**config.mk**
```make
export PLATFORM = sky130hd
export DESIGN_NAME = cam_emulator
export DESIGN_NICKNAME = d
export VERILOG_FILES = /design/src/rtl/cam_pkg.sv /design/src/rtl/cam_pclk_gen.sv /design/src/rtl/cam_emulator.sv
export SDC_FILE = /design/constraint.sdc
export NUM_CORES = 1
export LEC_CHECK = 0
export BUFFER_PORTS_ARGS = -buffer_cell sky130_fd_sc_hd__buf_2
export CORE_MARGIN = 3
export CORE_UTILIZATION = 40
export CTS_CLUSTER_SIZE = 12
export DETAILED_ROUTE_END_ITERATION = 6
export PLACE_DENSITY = 0.54
export SLEW_MARGIN = 15
export SYNTH_ARGS = -nofsm -noshare
export SYNTH_HDL_FRONTEND = slang
export SYNTH_SLANG_ARGS = --single-unit
```
**constraint.sdc**
```tcl
create_clock -name clk -period 5.6 [get_ports clk]
set_input_delay 0.56 -clock clk [delete_from_list [all_inputs] [get_ports clk]]
set_output_delay 0.56 -clock clk [all_outputs]
set_load 0.02 [all_outputs]
```
**src/rtl/cam_pkg.sv**
```systemverilog
// Shared types and helpers for the OV7670-style camera bus (emulator and capture side).
package cam_pkg;
  localparam int ROW_W = 9;
  localparam int COL_W = 10;

  typedef logic [14:0] rgb555_t;

  typedef enum logic [2:0] {
    ST_IDLE,
    ST_VSYNC,
    ST_VBACK,
    ST_ACTIVE,
    ST_VFRONT
  } cam_state_e;

  function automatic logic [7:0] hi_byte(input rgb555_t p);
    return {1'b0, p[14:8]};
  endfunction

  function automatic logic [7:0] lo_byte(input rgb555_t p);
    return p[7:0];
  endfunction
endpackage

```
**src/rtl/cam_pclk_gen.sv**
```systemverilog
// Divides clk into the camera pclk and flags the clk cycles in which pclk is about to toggle.
module cam_pclk_gen #(
  parameter int PCLK_HALF = 5
) (
  input  logic clk_i,
  input  logic rst_i,
  output logic pclk_o,
  output logic rise_tick_o,
  output logic fall_tick_o
);
  localparam int CNT_W = (PCLK_HALF > 1) ? $clog2(PCLK_HALF) : 1;

  logic [CNT_W-1:0] cnt_q, cnt_d;
  logic             pclk_q, pclk_d;
  logic             tick;

  always_comb begin
    tick   = (cnt_q == CNT_W'(PCLK_HALF - 1));
    cnt_d  = tick ? '0 : cnt_q + CNT_W'(1);
    pclk_d = tick ? ~pclk_q : pclk_q;
  end

  always_ff @(posedge clk_i) begin
    if (!rst_i) begin
      cnt_q  <= '0;
      pclk_q <= 1'b0;
    end else begin
      cnt_q  <= cnt_d;
      pclk_q <= pclk_d;
    end
  end

  assign pclk_o      = pclk_q;
  assign rise_tick_o = tick & ~pclk_q;
  assign fall_tick_o = tick &  pclk_q;
endmodule

```
**src/rtl/cam_emulator.sv**
```systemverilog
// OV7670-style RGB555 transmitter: frame/line timing FSM, pixel fetch and byte serialisation.
module cam_emulator
  import cam_pkg::*;
#(
  parameter int H_ACTIVE  = 640,
  parameter int V_ACTIVE  = 480,
  parameter int H_BLANK   = 144,
  parameter int VSYNC_LEN = 3,
  parameter int V_BACK    = 17,
  parameter int V_FRONT   = 10,
  parameter int PCLK_HALF = 5
) (
  input  logic             clk,
  input  logic             rst,
  input  logic             en,
  input  logic [14:0]      rgb555,
  output logic             pix_rd,
  output logic [ROW_W-1:0] row,
  output logic [COL_W-1:0] col,
  output logic             pclk,
  output logic             vsync,
  output logic             href,
  output logic [7:0]       data,
  output logic             frame_start,
  output logic             busy
);
  localparam int BYTES     = 2 * H_ACTIVE;
  localparam int LINE_LEN  = BYTES + H_BLANK;
  localparam int MAX_AB    = (VSYNC_LEN > V_BACK) ? VSYNC_LEN : V_BACK;
  localparam int MAX_CD    = (V_ACTIVE > V_FRONT) ? V_ACTIVE : V_FRONT;
  localparam int MAX_LINES = (MAX_AB > MAX_CD) ? MAX_AB : MAX_CD;
  localparam int H_W       = $clog2(LINE_LEN + 1);
  localparam int V_W       = $clog2(MAX_LINES + 1);

  logic rise_tick, fall_tick;

  cam_pclk_gen #(.PCLK_HALF(PCLK_HALF)) u_pclk (
    .clk_i       (clk),
    .rst_i       (rst),
    .pclk_o      (pclk),
    .rise_tick_o (rise_tick),
    .fall_tick_o (fall_tick)
  );

  cam_state_e       state_q, state_d;
  logic [V_W-1:0]   line_q, line_d, last_line;
  logic [H_W-1:0]   h_q, h_d;
  logic             vsync_q, vsync_d, href_q, href_d;
  logic [7:0]       data_q, data_d, lo_q, lo_d;
  rgb555_t          pix_q, pix_d, cur_pix;
  logic             pix_vld_q, pix_vld_d, pix_rd_q, pix_rd_d, fs_q, fs_d;
  logic [ROW_W-1:0] row_q, row_d;
  logic [COL_W-1:0] col_q, col_d;

  always_comb begin
    state_d   = state_q;
    line_d    = line_q;
    h_d       = h_q;
    vsync_d   = vsync_q;
    href_d    = href_q;
    data_d    = data_q;
    lo_d      = lo_q;
    pix_rd_d  = 1'b0;
    row_d     = row_q;
    col_d     = col_q;
    fs_d      = 1'b0;
    pix_vld_d = pix_rd_q;
    // Bypass lets a pixel arriving this cycle be emitted immediately when PCLK_HALF=1.
    cur_pix   = pix_vld_q ? rgb555 : pix_q;
    pix_d     = cur_pix;
    last_line = '0;
    case (state_q)
      ST_VSYNC:  last_line = V_W'(VSYNC_LEN - 1);
      ST_VBACK:  last_line = V_W'(V_BACK - 1);
      ST_ACTIVE: last_line = V_W'(V_ACTIVE - 1);
      ST_VFRONT: last_line = V_W'(V_FRONT - 1);
      default:   last_line = '0;
    endcase

    if (fall_tick) begin
      if (state_q == ST_IDLE) begin
        if (en) begin
          state_d = ST_VSYNC;
          line_d  = '0;
          h_d     = '0;
        end
      end else if (h_q == H_W'(LINE_LEN - 1)) begin
        h_d = '0;
        if (line_q == last_line) begin
          line_d = '0;
          case (state_q)
            ST_VSYNC:  state_d = ST_VBACK;
            ST_VBACK:  state_d = ST_ACTIVE;
            ST_ACTIVE: state_d = ST_VFRONT;
            ST_VFRONT: state_d = en ? ST_VSYNC : ST_IDLE;
            default:   state_d = ST_IDLE;
          endcase
        end else begin
          line_d = line_q + V_W'(1);
        end
      end else begin
        h_d = h_q + H_W'(1);
      end

      // Outputs describe the slot just entered, so they change only on fall_tick.
      fs_d    = (state_d == ST_VSYNC) && ((state_q == ST_IDLE) || (state_q == ST_VFRONT));
      vsync_d = (state_d == ST_VSYNC);
      href_d  = (state_d == ST_ACTIVE) && (h_d < H_W'(BYTES));
      data_d  = '0;
      if (href_d) begin
        if (!h_d[0]) begin
          data_d = hi_byte(cur_pix);
          lo_d   = lo_byte(cur_pix);
        end else begin
          data_d = lo_q;
        end
      end

      if (h_d == H_W'(LINE_LEN - 1)) begin
        if (state_d == ST_VBACK && line_d == V_W'(V_BACK - 1)) begin
          pix_rd_d = 1'b1;
          row_d    = '0;
          col_d    = '0;
        end else if (state_d == ST_ACTIVE && line_d < V_W'(V_ACTIVE - 1)) begin
          pix_rd_d = 1'b1;
          row_d    = ROW_W'(line_d) + ROW_W'(1);
          col_d    = '0;
        end
      end else if (href_d && !h_d[0] && h_d < H_W'(BYTES - 2)) begin
        pix_rd_d = 1'b1;
        row_d    = ROW_W'(line_d);
        col_d    = COL_W'(h_d >> 1) + COL_W'(1);
      end
    end
  end

  always_ff @(posedge clk) begin
    if (!rst) begin
      state_q   <= ST_IDLE;
      line_q    <= '0;
      h_q       <= '0;
      vsync_q   <= 1'b0;
      href_q    <= 1'b0;
      data_q    <= '0;
      lo_q      <= '0;
      pix_q     <= '0;
      pix_vld_q <= 1'b0;
      pix_rd_q  <= 1'b0;
      row_q     <= '0;
      col_q     <= '0;
      fs_q      <= 1'b0;
    end else begin
      state_q   <= state_d;
      line_q    <= line_d;
      h_q       <= h_d;
      vsync_q   <= vsync_d;
      href_q    <= href_d;
      data_q    <= data_d;
      lo_q      <= lo_d;
      pix_q     <= pix_d;
      pix_vld_q <= pix_vld_d;
      pix_rd_q  <= pix_rd_d;
      row_q     <= row_d;
      col_q     <= col_d;
      fs_q      <= fs_d;
    end
  end

  always_ff @(posedge clk) begin
    if (rst) assert (!(rise_tick && fall_tick));
  end

  assign pix_rd      = pix_rd_q;
  assign row         = row_q;
  assign col         = col_q;
  assign vsync       = vsync_q;
  assign href        = href_q;
  assign data        = data_q;
  assign frame_start = fs_q;
  assign busy        = (state_q != ST_IDLE);
endmodule

```
### Yosys cells after proc, flatten, opt, wreduce, memory -nomap -nowiden

Cells that the tools add are included.

| storage, ports and cells | value |
|---|---|
| input port bits | 18 |
| word-level logic and storage cells | 87 |
| register bits after elaboration | 82 |
| output and inout port bits | 33 |

| cells by class | value |
|---|---|
| equal/unequal tests | 13 |
| order comparisons | 3 |
| bitwise operators | 4 |
| reduce and logical (&&, ||, !) cells | 15 |
| add/subtract/negate cells | 5 |
| mux-type cells | 32 |

Operators by type and width:

| operator | count |
|---|---|
| two-way mux 9 bit | 9 |
| two-way mux 11 bit | 4 |
| two-way mux 10 bit | 4 |
| one-hot mux 9 bit (4 select lines) | 1 |
| equality test 11 bit, second input constant | 2 |
| < comparator 11 bit, second input constant | 2 |
| adder 9 x 1 -> 9 bit, second input constant | 2 |
| two-way mux 8 bit | 2 |
| two-way mux 15 bit | 1 |
| two-way mux 3 bit | 5 |
| equality test 3 x 2 -> 1 bit, second input constant | 4 |
| one-hot mux 3 bit (4 select lines) | 1 |
| adder 11 x 1 -> 11 bit, second input constant | 1 |
| adder 10 x 1 -> 10 bit, second input constant | 1 |
| equality test 9 x 5 -> 1 bit, second input constant | 1 |
| equality test 9 bit | 1 |
| < comparator 9 bit, second input constant | 1 |
| equality test 3 x 1 -> 1 bit, second input constant | 2 |
| equality test 3 bit, second input constant | 2 |
| logical AND 1 bit | 6 |
| AND reduction 3 bit | 2 |
| two-way mux 1 bit | 5 |
| adder 3 x 1 -> 3 bit, second input constant | 1 |
| logical NOT 3 bit | 1 |
| other kinds (9) | 11 |

### Longest topological paths before layout

| logic depth | value |
|---|---|
| depth after elaboration | 13 |
| depth in mapped cells | 15 |
| gate-level depth less buffers | 13 |

### Cells and area by module

Synthesis repeated with hierarchy kept, for this count alone.

| second synthesis, totals | value |
|---|---|
| cells, all modules | 571 |
| area, all modules | 4,743.3 sq um |

Modules (own cells, without submodules):

| module | area an instance (sq um) | times used | seq. area each (sq um) | cells an instance |
|---|---|---|---|---|
| cam_emulator | 4,554.4 | 1 | 1,561.5 | 552 |
| cam_pclk_gen | 188.9 | 1 | 80.1 | 19 |

### Worst setup path after synthesis

Ideal clock, no wire load.

| timing path | value |
|---|---|
| path type | register to register |
| from | register h_q[0] |
| to | register row_q[5], in the netlist row[5] |
| data required time | 5,528 ps |
| path slack | 2,444 ps |
| arrival | 3,085 ps |
| library setup time | 72 ps |
| cell stages (with the launch flop) | 16 |
| clock period less this slack | 3,156 ps |
| path buffers | 2 |
| cell sequence | dfxtp_1 > ha_1 > and3_1 > buf_1 > a31oi_4 > a22oi_1 > inv_1 > ha_1 > nor4b_2 > nand3_1 > o21ai_1 > nor3_2 > a22oi_4 > nand2_8 > buf_8 > mux2i_1 |

| on the way | value |
|---|---|
| word-level cells in the longest chain between the ends | 10 |
| elaborated cells between the ends (all ways) | 33 |
| those cells by class | add/sub: 2; order compare: 3; eq/ne: 6; mux: 14; reduce/logical: 8 |

RTL lines:

| what | RTL line | text |
|---|---|---|
| start: declaration | cam_emulator.sv:47 | `logic [H_W-1:0] h_q, h_d;` |
| start signal: assignment | cam_emulator.sv:141 | `h_q <= '0;` |
| start signal: assignment | cam_emulator.sv:155 | `h_q <= h_d;` |
| adder 11 x 1 -> 11 bit or equality test 11 bit (tied branches) | cam_emulator.sv:102, cam_emulator.sv:87 |  |
| two-way mux 11 bit or two-way mux 3 bit (tied branches) | cam_emulator.sv:87 | `end else if (h_q == H_W'(LINE_LEN - 1)) begin` |
| two-way mux 11 bit or two-way mux 3 bit (tied branches) | cam_emulator.sv:81 | `if (state_q == ST_IDLE) begin` |
| two-way mux 11 bit or two-way mux 3 bit (tied branches) | cam_emulator.sv:80 | `if (fall_tick) begin` |
| < comparator 11 bit or equality test 3 x 2 -> 1 bit (tied branches) | cam_emulator.sv:108, cam_emulator.sv:124 |  |
| logical AND 1 bit | cam_emulator.sv:108 | `href_d = (state_d == ST_ACTIVE) && (h_d < H_W'(BYTES));` |
| logical AND 1 bit (2 in series) | cam_emulator.sv:129 | `end else if (href_d && !h_d[0] && h_d < H_W'(BYTES - 2)) begin` |
| nonzero test 2 bit (no source line) | -- |  |
| AND reduction 3 bit (no source line) | -- |  |
| end signal: assignment | cam_emulator.sv:163 | `row_q <= row_d;` |
| end: declaration | cam_emulator.sv:52 | `logic [ROW_W-1:0] row_q, row_d;` |

Several ways; a longest one is shown, not always the timed one. The select of a mux whose other input is x is not followed.
A chain may end at the register's enable or synchronous reset.

### Final worst setup path

| timing path | value |
|---|---|
| from | register state_q[0] |
| to | register row_q[1], in the netlist row[1] |

| on the way | value |
|---|---|
| word-level cells in the longest chain between the ends | 13 |
| elaborated cells between the ends (all ways) | 40 |
| those cells by class | add/sub: 1; order compare: 3; eq/ne: 10; mux: 17; reduce/logical: 9 |

RTL lines:

| what | RTL line | text |
|---|---|---|
| start: declaration | cam_emulator.sv:45 | `cam_state_e state_q, state_d;` |
| start signal: assignment | cam_emulator.sv:153 | `state_q <= state_d;` |
| branches (longest 13 deep; another with < comparator 9 bit) | -- |  |

Parallel ways; which one is timed is not known. The select of a mux whose other input is x is not followed.

==> impl_metrics.ini <==
[outcome]
outcome = completed

[detailed_routing]
vias = 4222
drc = 0
drtPass1Iterations = 5
drt_iter0_markers = 298
via_per_inst = 5.78
ant_nets = 0
routed_wl_um = 12500
avgRoutedWirePerCell_um = 17.1

[worst_setup_path]
critPathLaunchType = register
path_class = reg2reg
critical_path_peak_fanout = 20
cp.arrival_ns = 4.17
worstSetupEndpointType = register
cp.required_ns = 5.85

[cts]
clock_sinks = 82
cts_tree = yes
cts-resized-gates = 0
cts_hold_buf = 0
clkTransAtPathRegs_ns = 0.06
numCtsBuffers = 9
cts_buffer_depth = 2
cts-htree-levels = 3
cts_setup_buffers = 0
clockRootBuffer = clkbuf_16
clk_latency_ns = 0.33

[logic_synthesis]
synthArstFlopShare_pct = 0
synth_area_um2 = 4730
yosysSeqAreaShare_pct = 34.7
ys_types = 84
synth_edf_count = 0
avgSynthCellArea_um2 = 8.44
synthFlopType = dfxtp_1
ys_ff_latch = 82
syn-num-nets = 584
yosysWarnings = 0
syn_inst = 561

[timing]
setup_violations = 0
tightest_slew_ns = 0.923
finClkSkew_ns = 0.00753
rsz0062_at_grt = no
period_needed_ns = 3.92
fmaxAchievable_ghz = 0.255
finalHoldViolCount = 0
slew_headroom_pct = 38.4
maxSlewViolCount = 0
whs_ns = 0.449
period_share_pct = 70.0
finalSetupTns_ns = 0

[global_route]
grt_max_degree = 54
grt_pass1_vias = 3952
grt_overflow = 0
gr-usage-all-layers_pct = 19.1
grt_pass1_wl_um = 19900
antenna_found_initial = 0

[flow_run]
cap_violations = 0

[power_and_ir_drop]
ir_worst_vdd_mv = 0.145
leakagePower_nw = 1.93
powerDensity_nw_per_um2 = 234

[floorplan]
rows = 39
initial_utilization_pct = 41.1
io_pins = 51
dieHeight_um = 115
die_area_um2 = 13200
core_area_um2 = 11500
chipWidth_um = 115

[layout]
diodes = 0
syn_to_final_growth_pct = 11.4
final_cell_mix = 82 x dfxtp_1, 67 x nor2_1, 57 x nand2_1
finalNetCount = 605
layout-drive-gt1-share_pct = 18.6
final_common_cell = dfxtp_1

[place]
gp_congestion = 0.889
dp_hpwl_um = 8800
io_buffers = 50

[min_path]
hp-class = reg2reg
-- synth_stat cells (all sizes together), types with 5 or more instances --
| cell type | number | area, um^2 |
|---|---|---|
| or4 | 5 | 45.0 |
| o21ai | 27 | 135 |
| clkbuf | 26 | 97.6 |
| xnor2 | 11 | 96.3 |
| and2 | 5 | 31.3 |
| nand4 | 6 | 52.6 |
| mux2i | 31 | 310 |
| inv | 11 | 41.3 |
| nand3 | 27 | 158 |
| ha | 5 | 62.6 |
| buf | 18 | 110 |
| a21oi | 22 | 110 |
| nor3 | 22 | 158 |
| a22oi | 6 | 63.8 |
| nor4 | 9 | 83.8 |
| a211oi | 26 | 213 |
| or3 | 5 | 31.3 |
| a31oi | 9 | 77.6 |
| o211ai | 9 | 72.6 |
| dfxtp | 82 | 1640 |
| and3 | 9 | 61.3 |
| nor2 | 67 | 251 |
| a21o | 5 | 37.5 |
| nand2 | 59 | 240 |
-- final timing paths --
check                                        startpoint                   to  slack, ns  depth (start not counted)
worst min-delay path                col[0]$_SDFFE_PN0P_  col[0]$_SDFFE_PN0P_       0.45                          2
worst max-delay path            state_q[0]$_SDFFE_PN0P_  row[1]$_SDFFE_PN0P_       1.68                         10
worst max register to register  state_q[0]$_SDFFE_PN0P_  row[1]$_SDFFE_PN0P_       1.68                         10
worst min register to register      col[0]$_SDFFE_PN0P_  col[0]$_SDFFE_PN0P_       0.45                          2
-- flip-flops by register name, indices dropped and copies added (netlist names), 3 cells and up --
register      count
col              10
data              8
h_q              11
line_q            9
lo_q              8
pix_q            15
row               9
state_q           3
u_pclk.cnt_q      3
-- per-stage QoR --
| step | util, % | worst slack (ns) | cell area, um^2 | std cells | total power, mW |
|---|---|---|---|---|---|
| floorplan | - | 2.44 | 4730 | 561 | 0.656 |
| global placement | 43.3 | 1.90 | 4990 | 714 | 0.677 |
| detailed placement | 43.3 | 1.81 | 4990 | 714 | 0.678 |
| CTS | 45.8 | 1.77 | 5280 | 730 | 1.25 |
| global route | 45.8 | 1.43 | 5280 | 730 | 1.29 |
| finish | 45.8 | 1.68 | 5280 | 730 | 1.24 |
-- worst max-delay path, cell delays in order, from the launching register on --
cell and delay (ns):
dfxtp_1 0.53, nor3_4 0.71, inv_2 0.27, o211ai_1 0.15, nand3_1 0.32, nor4_2 0.44
nand4bb_1 0.50, nor3_4 0.35, nand3_4 0.15, and3b_1 0.23, a211oi_2 0.18
-- routing by layer --
metal | vias up | part of all wire (%) | GRT usage (%)
li1 | 2091 | - | -
met1 | 1992 | 45 | 24.7
met2 | 113 | 48 | 31.6
met3 | 26 | 4.3 | 3.47
met4 | 0 | 2.6 | 7.59
met5 | - | 0 | 0
-- kinds of logic after synthesis --
| group | synth area share (%) |
|---|---|
| and+or+nand+nor | 29.2 |
| AOI/OAI and AO/OA | 20.2 |
| DFF | 34.7 |
| buffers and inverters | 5.26 |
| muxes | 6.55 |
| xor gates and xnor gates | 2.77 |
| adders and majority gates | 1.32 |
-- final cells by class --
type,instances,area [um^2]
clock buffer,12,256
sequential,82,1640
fill,1124,6240
tap,143,179
multi-input combinational,424,2840
timing repair buffer,54,280
inverter,11,41.3
clock inverter,4,33.8
-- where the power goes --
group / internal [mW] / leakage, nW / switching [mW]
combinational: 0.0230 / 1.13 / 0.0513
sequential: 0.586 / 0.661 / 0.00552
clock: 0.328 / 0.139 / 0.243
Note: power is estimated with default switching activity, not from simulation.
